`config.mk`:
```
export PLATFORM = sky130hd
export DESIGN_NAME = i2s_tx
export DESIGN_NICKNAME = d
export VERILOG_FILES = /design/src/rtl/i2s_pkg.sv /design/src/rtl/i2s_clkgen.sv /design/src/rtl/i2s_tx.sv
export SDC_FILE = /design/constraint.sdc
export NUM_CORES = 1
export LEC_CHECK = 0
export BUFFER_PORTS_ARGS = -buffer_cell sky130_fd_sc_hd__buf_4
export CAP_MARGIN = 20
export CELL_PAD_IN_SITES_DETAIL_PLACEMENT = 0
export CELL_PAD_IN_SITES_GLOBAL_PLACEMENT = 1
export CORE_ASPECT_RATIO = 0.6
export CORE_UTILIZATION = 35
export CTS_CLUSTER_DIAMETER = 150
export DETAILED_ROUTE_END_ITERATION = 10
export PLACE_DENSITY = 0.62
export SLEW_MARGIN = 20
export SYNTH_ARGS = -nofsm -noshare
export SYNTH_HDL_FRONTEND = slang
export SYNTH_SLANG_ARGS = --single-unit
```
`constraint.sdc`:
```
create_clock -name clk -period 4.9 [get_ports clk]
set_clock_uncertainty 0.1 [all_clocks]
set_input_delay 0.98 -clock clk [delete_from_list [all_inputs] [get_ports clk]]
set_output_delay 0.98 -clock clk [all_outputs]
set_load 0.005 [all_outputs]
```
`src/rtl/i2s_pkg.sv`:
```
// Shared I2S constants and helpers.
// Used by both the transmit and receive paths.
package i2s_pkg;

   localparam logic [1:0] CH_LEFT   = 2'b10;
   localparam logic [1:0] CH_RIGHT  = 2'b01;
   localparam logic [1:0] CH_STEREO = 2'b11;

   localparam int   SLOT_BITS = 32;
   localparam int   CTR_W     = $clog2(SLOT_BITS);
   localparam logic WS_LEFT   = 1'b0;

   // 0 and anything above 32 mean a full 32-bit word
   function automatic logic [5:0] eff_size(input logic [5:0] s);
      return (s == 6'd0 || s > 6'd32) ? 6'd32 : s;
   endfunction

   // MSB-align a right-aligned word; bits above size fall off the top
   function automatic logic [31:0] align(input logic [31:0] w,
                                         input logic [5:0]  size);
      logic [5:0] sz;
      sz = eff_size(size);
      return w << (6'd32 - sz);
   endfunction

endpackage

```
`src/rtl/i2s_clkgen.sv`:
```
// I2S bit-clock and word-select generator.
// Exports the SCK fall strobe and the in-slot bit counter.
module i2s_clkgen
   import i2s_pkg::*;
#(
   parameter int PW = 8
) (
   input  logic             clk,
   input  logic             rst_n,
   input  logic             en,
   input  logic [PW-1:0]    presc_i,
   output logic             sck_o,
   output logic             ws_o,
   output logic             fe_o,
   output logic [CTR_W-1:0] bit_ctr_o
);

   logic [PW-1:0]    presc_q, presc_d;
   logic             sck_q, sck_d;
   logic             ws_q, ws_d;
   logic [CTR_W-1:0] ctr_q, ctr_d;
   logic             tick;
   logic             fe;

   assign tick = en & (presc_q == '0);
   assign fe   = tick & sck_q;

   // prescaler countdown, SCK toggle and slot/frame counting on falls
   always_comb begin
      presc_d = presc_q;
      sck_d   = sck_q;
      ctr_d   = ctr_q;
      ws_d    = ws_q;
      if (en) presc_d = tick ? presc_i : presc_q - 1'b1;
      if (tick) sck_d = ~sck_q;
      if (fe) begin
         ctr_d = ctr_q + 1'b1;
         if (ctr_q == '0) ws_d = ~ws_q;
      end
   end

   // clock-generator state; ws starts high so the first slot is left
   always_ff @(posedge clk or negedge rst_n) begin
      if (!rst_n) begin
         presc_q <= '0;
         sck_q   <= 1'b0;
         ws_q    <= 1'b1;
         ctr_q   <= '0;
      end else begin
         presc_q <= presc_d;
         sck_q   <= sck_d;
         ws_q    <= ws_d;
         ctr_q   <= ctr_d;
      end
   end

   assign sck_o     = sck_q;
   assign ws_o      = ws_q;
   assign fe_o      = fe;
   assign bit_ctr_o = ctr_q;

endmodule

```
`src/rtl/i2s_tx.sv`:
```
// I2S master transmitter: hold register plus MSB-first serialiser.
// Clocking comes from i2s_clkgen; data moves only on SCK falls.
module i2s_tx
   import i2s_pkg::*;
#(
   parameter int PW = 8
) (
   input  logic          clk,
   input  logic          rst_n,
   input  logic          en,
   input  logic [PW-1:0] sck_prescaler,
   input  logic          left_justified,
   input  logic [5:0]    sample_size,
   input  logic [1:0]    channels,
   input  logic [31:0]   sample,
   input  logic          sample_valid,
   output logic          sample_ready,
   output logic          sck,
   output logic          ws,
   output logic          sd,
   output logic          underflow
);

   logic             fe;
   logic [CTR_W-1:0] bit_ctr;
   logic             slot_ws;
   logic             load;
   logic             ch_on;
   logic             accept;

   logic [31:0] hold_q, hold_d;
   logic        full_q, full_d;
   logic [31:0] sr_q, sr_d;
   logic        sd_q, sd_d;
   logic        uf_q, uf_d;

   i2s_clkgen #(.PW(PW)) u_clkgen (
      .clk       (clk),
      .rst_n     (rst_n),
      .en        (en),
      .presc_i   (sck_prescaler),
      .sck_o     (sck),
      .ws_o      (ws),
      .fe_o      (fe),
      .bit_ctr_o (bit_ctr)
   );

   // at bit 0 ws is about to toggle, so the slot is the inverted value
   assign slot_ws = (bit_ctr == '0) ? ~ws : ws;
   assign load    = fe & (left_justified ? (bit_ctr == 5'd0)
                                         : (bit_ctr == 5'd1));
   assign ch_on   = (slot_ws == WS_LEFT) ? |(channels & CH_LEFT)
                                         : |(channels & CH_RIGHT);
   assign accept  = sample_valid & ~full_q;

   // load/shift the serialiser and manage the single-entry hold register
   always_comb begin
      hold_d = hold_q;
      full_d = full_q;
      sr_d   = sr_q;
      sd_d   = sd_q;
      uf_d   = 1'b0;
      if (fe) begin
         if (load) begin
            if (ch_on && full_q) begin
               sr_d   = align(hold_q, sample_size);
               full_d = 1'b0;
            end else begin
               sr_d = '0;
               uf_d = ch_on;
            end
         end else begin
            sr_d = {sr_q[30:0], 1'b0};
         end
         sd_d = sr_d[31];
      end
      if (accept) begin
         hold_d = sample;
         full_d = 1'b1;
      end
   end

   // serialiser and hold state
   always_ff @(posedge clk or negedge rst_n) begin
      if (!rst_n) begin
         hold_q <= '0;
         full_q <= 1'b0;
         sr_q   <= '0;
         sd_q   <= 1'b0;
         uf_q   <= 1'b0;
      end else begin
         hold_q <= hold_d;
         full_q <= full_d;
         sr_q   <= sr_d;
         sd_q   <= sd_d;
         uf_q   <= uf_d;
      end
   end

   assign sample_ready = ~full_q;
   assign sd           = sd_q;
   assign underflow    = uf_q;

endmodule
```
==> results by group, run 1 <==
Finish
  – Multi-input gate area: 3105 sq um
  – Area growth from synthesis to layout: 16.62%
  – Reg area: 2028 sq um
  – Design Area, Final: 6277 sq um
  – Fill count: 1,464
  – Nets: 622
  – Layout cells sized above 1: 28.30%
  – Ant. Diodes: 0

Synth
  – Number of synthesized flops with an enable pin: 0
  – Mux cell area share after synthesis: 25.29%
  – Xor and xnor area share after synthesis: 1.790%
  – #FFs+latches synth: 81
  – Synth async-reset ratio: 100.0%
  – Simple-Gate Fraction of Synth Area: 17.34%
  – Sequential-to-total area share from yosys stat: 37.68%
  – Synth Flop Type: dfrtp_1
  – Syn_nets: 581
  – Synth Instances: 523
  – Avg Inst Size Synth: 10.29 sq um
  – Compound-Gate Fraction of Synth Area: 11.95%
  – YS warnings: 0
  – Area of the mapped netlist: 5383 sq um
  – Largest family of logic cells by synthesized area: multiplexers
  – Adder-Cell Fraction of Synth Area: 1.162%
  – Synth unique cells: 64

Timing
  – Max-slew headroom: 38.82%
  – RSZ-0062 raised after global routing: false
  – # setup viols final: 0
  – Setup TNS: 0 ns
  – Slew Limit Fails: 0
  – Slew @ Worst Pin: 0.9081 ns
  – Final hold violations: 0
  – Max Freq: 274.1 MHz
  – Min Tclk post-route: 3.649 ns
  – Crit share post-route: 74.46%

Placed design
  – HPWL Detailed: 10,590 microns
  – PortBufs: 57
  – GPL Wtd Cong: 0.8229
  – Dpl cell area: 5952 sq um

Run status
  – Status: finished clean

Global route
  – Initial antenna violation count: 0
  – First-pass GRT wire length: 23,980 microns
  – Gr ovfl total: 0
  – Largest net degree at the start of global routing: 82
  – GRT Util Overall: 19.28%
  – Vias in the first global route: 4,370

Clock network
  – H-tree depth: 3
  – Clk sinks: 81
  – Worst-skew pair later-pin latency: 0.34 ns
  – Num CTS Buffers: 9
  – CTS resizes: 0
  – Post-CTS Setup Bufs: 0
  – Clk buf depth: 2
  – Cts hold-fix bufs: 0
  – Clock Pin Slew Worst Setup and Hold Paths: 0.06 ns
  – CTS root buf: clkbuf_16
  – CTS tree: yes

Floorplan
  – Core ar.: 14,760 sq um
  – Initial Util: 36.46%
  – Num rows: 34
  – I/O Pins: 58
  – Die ar.: 15,900 sq um
  – Die height: 98.06 microns
  – Die width: 162.1 microns

Setup path
  – Crit path launch: sample_size[5]
  – R2r endpoint: sr_q[1]
  – Reg2Reg Launch Point: u_clkgen.presc_q[0]
  – Critical Path AT: 3.76 ns
  – Worst Setup Start Kind: input port
  – Req. time, crit path: 5.01 ns
  – Critical Path End Type: register
  – Crit Path Category: input port to register
  – CP max FO: 20
  – Capture point of the worst path: sr_q[15]
  – Flop-to-flop setup slack: 2.14 ns
  – R2R cell count: 8

Route
  – DRT iter0 DRCs: 356
  – Final WL: 14,310 microns
  – Antenna violation net count after detailed routing: 0
  – Vias post-DR: 4,308
  – Vias per cell: 5.617
  – Mean routed wirelength per cell: 18.66 microns
  – DRT Pass-1 Iters: 8
  – DRC: 0

Worst hold path
  – Worst Hold Class: register to register

Pwr
  – Pleak: 2.773 nW
  – Max VDD drop: 151.3 uV
  – Power per Cell Area: 396.9 nW/um^2

Job
  – Max-cap violation count: 0
sequential cells by signal, summed over array words and instances, names as in the netlist:
signal	count
underflow	1
u_clkgen.bit_ctr_o	5
hold_q	32
u_clkgen.sck_o	1
u_clkgen.presc_q	8
full_q	1
u_clkgen.ws_o	1
sr_q	31
sd	1
how the worst min path moves through the flow:
stage,endpoint,depth (start not counted),from
global placement,sr_q[0],2,sr_q[0]
detailed placement,sr_q[0],2,sr_q[0]
finish,sr_q[0],2,sr_q[0]
CTS,sr_q[0],2,sr_q[0]
global route,sr_q[0],2,sr_q[0]
floorplan,sr_q[0],2,sr_q[0]
kinds of logic (layout without fill, tap and decap cells):
kind of cell	after synthesis	in the layout
AO/OA/AOI/OAI	88	88
XOR/XNOR	8	8
adder cells (fa/ha/maj)	5	5
buffers and inverters	54	100
flip-flops	81	81
multiplexers	103	103
AND/OR/NAND/NOR	184	184
cells in the mapped netlist (all sizes together) (3+ instances only):
| cell type | instances | area (sq um) |
|---|---|---|
| o211ai | 7 | 62.56 |
| clkbuf | 15 | 56.30 |
| o21ai | 14 | 70.07 |
| nor2b | 4 | 25.02 |
| buf | 23 | 141.4 |
| nor4 | 3 | 48.80 |
| a31oi | 7 | 43.79 |
| mux2i | 43 | 430.4 |
| mux4 | 22 | 503.0 |
| inv | 15 | 56.30 |
| mux2 | 38 | 427.9 |
| a22oi | 4 | 30.03 |
| and3 | 15 | 93.84 |
| a221oi | 12 | 122.6 |
| a21oi | 25 | 128.9 |
| xnor2 | 7 | 80.08 |
| nand2 | 57 | 214.0 |
| ha | 5 | 62.56 |
| nand3 | 21 | 105.1 |
| or3 | 3 | 23.77 |
| nand4 | 7 | 43.79 |
| a221o | 5 | 50.05 |
| nand2b | 7 | 51.30 |
| nor3 | 11 | 60.06 |
| nor2 | 48 | 187.7 |
| dfrtp | 80 | 2002 |
layer usage:
layer | part of all wire [%] | wire length [microns] | GRT usage [%] | vias to the layer above
met4 | 0.64 | 91 | 3.483 | 0
met3 | 7.2 | 1029 | 4.460 | 9
met5 | 0 | 0 | 0 | -
li1 | - | - | - | 2014
met1 | 51 | 7309 | 29.90 | 2124
met2 | 41 | 5880 | 27.07 | 161
critical path, cell delays in order:
cell,delay [ns]
buf_4,0.15
nor2b_1,0.16
clkinv_1,0.11
ha_2,0.65
mux2i_1,0.40
inv_1,0.07
mux4_2,0.56
mux2_2,0.30
a221oi_1,0.31
nor2_1,0.07
final cells by class:
type                    instances  area share, %
multi-input cells             388          49.47
flip-flops and latches         81          32.31
repair buffers                 68          8.192
well taps                     198          3.947
clock buffers                  10          3.648
clock inverters                 6          1.475
inverters                      16         0.9567
cells in the final DEF (no fill, tap or decap), types with 2 or more instances in the layout:
| cell type | instances |
|---|---|
| inv_1 | 15 |
| a31oi_1 | 7 |
| o211ai_2 | 2 |
| o21ai_0 | 12 |
| a21oi_1 | 24 |
| a22oi_1 | 4 |
| a221oi_1 | 11 |
| or3_1 | 2 |
| mux2i_1 | 42 |
| xnor2_1 | 6 |
| a221o_1 | 5 |
| mux4_1 | 2 |
| clkinvlp_4 | 2 |
| bufinv_16 | 2 |
| o21ai_1 | 2 |
| mux4_2 | 20 |
| and3_1 | 15 |
| nand2_1 | 57 |
| nor2_1 | 47 |
| clkinv_4 | 2 |
| o31ai_1 | 2 |
| clkbuf_16 | 9 |
| nor2b_1 | 3 |
| nand2b_1 | 6 |
| mux2_2 | 38 |
| o211ai_1 | 5 |
| nor4_4 | 2 |
| ha_1 | 4 |
| nand4_1 | 7 |
| dfrtp_1 | 80 |
| nor3_1 | 10 |
| buf_4 | 67 |
| nand3_1 | 21 |
through the flow:
stage	hold WS, ns	power, W	worst slack (ns)	util, %	std cells
after detailed placement	0.3619	0.001771	0.9581	40.32	751
after global placement	0.3627	0.001755	0.9942	40.32	751
after CTS	0.3809	0.002511	1.307	42.50	767
after global routing	0.3874	0.002661	1.040	42.52	767
final	0.3804	0.002491	1.251	42.52	767
after floorplan	0.3403	0.001528	1.096	-	523
power by group:
part / total, W / internal (W) / leakage [nW] / switching [W]
registers: 0.000979 / 0.000838 / 1.02 / 0.000141
logic: 0.000783 / 0.000356 / 1.60 / 0.000427
clock network: 0.000729 / 0.000448 / 0.149 / 0.000281
total: 0.00249 / 0.00164 / 2.77 / 0.000849
Power figures use the tool's default switching activity.
==> inputs of run 2 (changes only) <==
--- a/config.mk
+++ b/config.mk
@@ -13,7 +13,7 @@
 export CORE_UTILIZATION = 35
 export CTS_CLUSTER_DIAMETER = 150
 export DETAILED_ROUTE_END_ITERATION = 10
-export PLACE_DENSITY = 0.62
+export PLACE_DENSITY = 0.65
 export SLEW_MARGIN = 20
 export SYNTH_ARGS = -nofsm -noshare
 export SYNTH_HDL_FRONTEND = slang
==> constraint.sdc (replaced) <==
create_clock -name clk -period 3.05 [get_ports clk]
set_clock_uncertainty 0.1 [all_clocks]
set_input_delay 0.61 -clock clk [delete_from_list [all_inputs] [get_ports clk]]
set_output_delay 0.61 -clock clk [all_outputs]
set_load 0.005 [all_outputs]
==> results by group, run 2 (same netlist as run 1, synthesis figures left out) <==
Floorplan
  – I/O Pins: 58
  – Num rows: 34
  – Die width: 162.1 microns
  – Core ar.: 14,760 sq um
  – Die height: 98.06 microns
  – Die ar.: 15,900 sq um
  – Initial Util: 36.46%

Timing
  – Slew Limit Fails: 0
  – Min Tclk post-route: 2.784 ns
  – Max-slew headroom: 56.38%
  – Setup TNS: 0 ns
  – Crit share post-route: 91.28%
  – RSZ-0062 raised after global routing: false
  – Final hold violations: 0
  – Max Freq: 359.2 MHz
  – Worst-case hold slack: 0.1247 ns
  – Slew @ Worst Pin: 0.6493 ns
  – # setup viols final: 0

Global route
  – Gr ovfl total: 0
  – First-pass GRT wire length: 24,430 microns
  – GRT Util Overall: 19.94%
  – Largest net degree at the start of global routing: 46
  – GR Util met3: 5.438%
  – GR Util met2: 26.02%
  – Vias in the first global route: 4,473
  – Busiest grt layer: met1
  – GR Util met1: 31.81%
  – Initial antenna violation count: 0

Setup path
  – Cell repeated most along the worst path: buf_4
  – Worst Setup Start Kind: input port
  – Crit Path Category: input port to register
  – Req. time, crit path: 3.22 ns
  – Worst path cell trace: buf_4 > nor2b_4 > clkinv_4 > ha_4 > xor2_2 > buf_4 > mux2_2 > a21oi_1 > o2111ai_1 > nand3_1
  – Critical Path End Type: register
  – Largest stage delay on the critical path: 0.46 ns
  – Critical Path Slowest Stage Cell: a21oi_1
  – CP max FO: 6
  – Critical Path AT: 2.96 ns

Route
  – DRT Pass-1 Iters: 5
  – Final WL: 14,910 microns
  – DRT iter0 DRCs: 491
  – Mean routed wirelength per cell: 18.21 microns
  – Vias post-DR: 4,472
  – Antenna violation net count after detailed routing: 0
  – Vias per cell: 5.460
  – DRC: 0

Clock network
  – Post-CTS Setup Bufs: 0
  – CTS root buf: clkbuf_16
  – Clk sinks: 81
  – Clk buf depth: 2
  – Num CTS Buffers: 9
  – CTS resizes: 0
  – Clock Pin Slew Worst Setup and Hold Paths: 0.07 ns
  – H-tree depth: 3
  – CTS tree: yes
  – Worst-skew pair later-pin latency: 0.34 ns
  – Cts hold-fix bufs: 0

Finish
  – Top flop regs: hold_q: 32 flops, sr_q: 31 flops, u_clkgen.presc_q: 8 flops
  – Finished Layout Cells: 819
  – Area growth from synthesis to layout: 25.36%
  – Nets: 674
  – Leading cell type in the layout, fill and taps excluded: buf_4
  – Ant. Diodes: 0
  – Biggest register: hold_q
  – Layout cells sized above 1: 35.75%
  – Most frequent cells in the layout: 115 x buf_4, 80 x dfrtp_1, 57 x nand2_1
  – Max reg flops: 32

Placed design
  – Cells after DPL: 803
  – HPWL Detailed: 11,540 microns
  – GPL Wtd Cong: 0.8540
  – PortBufs: 57

Worst hold path
  – Worst Hold Class: input port to async pin

Pwr
  – Max VDD drop: 286.2 uV
  – Power per Cell Area: 602.6 nW/um^2
  – Pleak: 3.049 nW

Run status
  – Status: finished clean

Job
  – Max-cap violation count: 0
## run 2: final timing paths
path | start | end | slack, ns | depth (start not counted)
worst min register to register | sr_q[0] | sr_q[0] | 0.39 | 2
max in group asynchronous | rst_n | u_clkgen.ws_o | 2.05 | 2
worst max-delay path | sample_size[5] | sr_q[28] | 0.27 | 10
min in group clk | sr_q[0] | sr_q[0] | 0.39 | 2
worst max register to register | u_clkgen.bit_ctr_o[0] | sr_q[12] | 0.32 | 9
worst min-delay path | rst_n | hold_q[25] | 0.12 | 1
## run 2: layout make-up
class / instances / area (sq um)
Clock buffer: 11 / 252.7
Timing Repair Buffer: 120 / 963.4
Sequential cell: 81 / 2028
Multi-Input combinational cell: 388 / 3152
Inverter: 16 / 65.06
Tap cell: 198 / 247.7
Fill cell: 1386 / 8014
Clock inverter: 5 / 38.79
## run 2: stage by stage
stage / setup WS (ns) / util (%) / total power, W / cell area [sq um]
floorplan: -0.01257 / - / 0.002478 / 5454
global placement: -0.01404 / 43.74 / 0.002973 / 6456
detailed placement: -0.04265 / 43.74 / 0.003010 / 6456
CTS: 0.2910 / 45.71 / 0.004083 / 6748
global route: 0.09322 / 45.71 / 0.004329 / 6748
finish: 0.2660 / 45.71 / 0.004066 / 6748
## run 2: per-layer routing
metal	part of all wire, %	wire length, microns	up-vias
li1	-	-	2114
met1	53	7834	2198
met2	39	5818	147
met3	7.6	1127	13
met4	0.88	131	0
met5	0	0	-
## run 2: power by group
part	leakage (nW)	total, W	internal, W	switching (W)
clock	0.142	0.00106	0.000601	0.000462
sequential	1.02	0.00158	0.00135	0.000229
combinational	1.88	0.00143	0.000708	0.000720
## run 2: worst max-delay path, delay by kind of cell
kind | cells | cell delay [ns]
AOI/OAI and AO/OA | 2 | 0.71
buffers and inverters | 3 | 0.42
xor gates and xnor gates | 1 | 0.41
muxes | 1 | 0.32
and+or+nand+nor | 2 | 0.28
adders and majority gates | 1 | 0.20
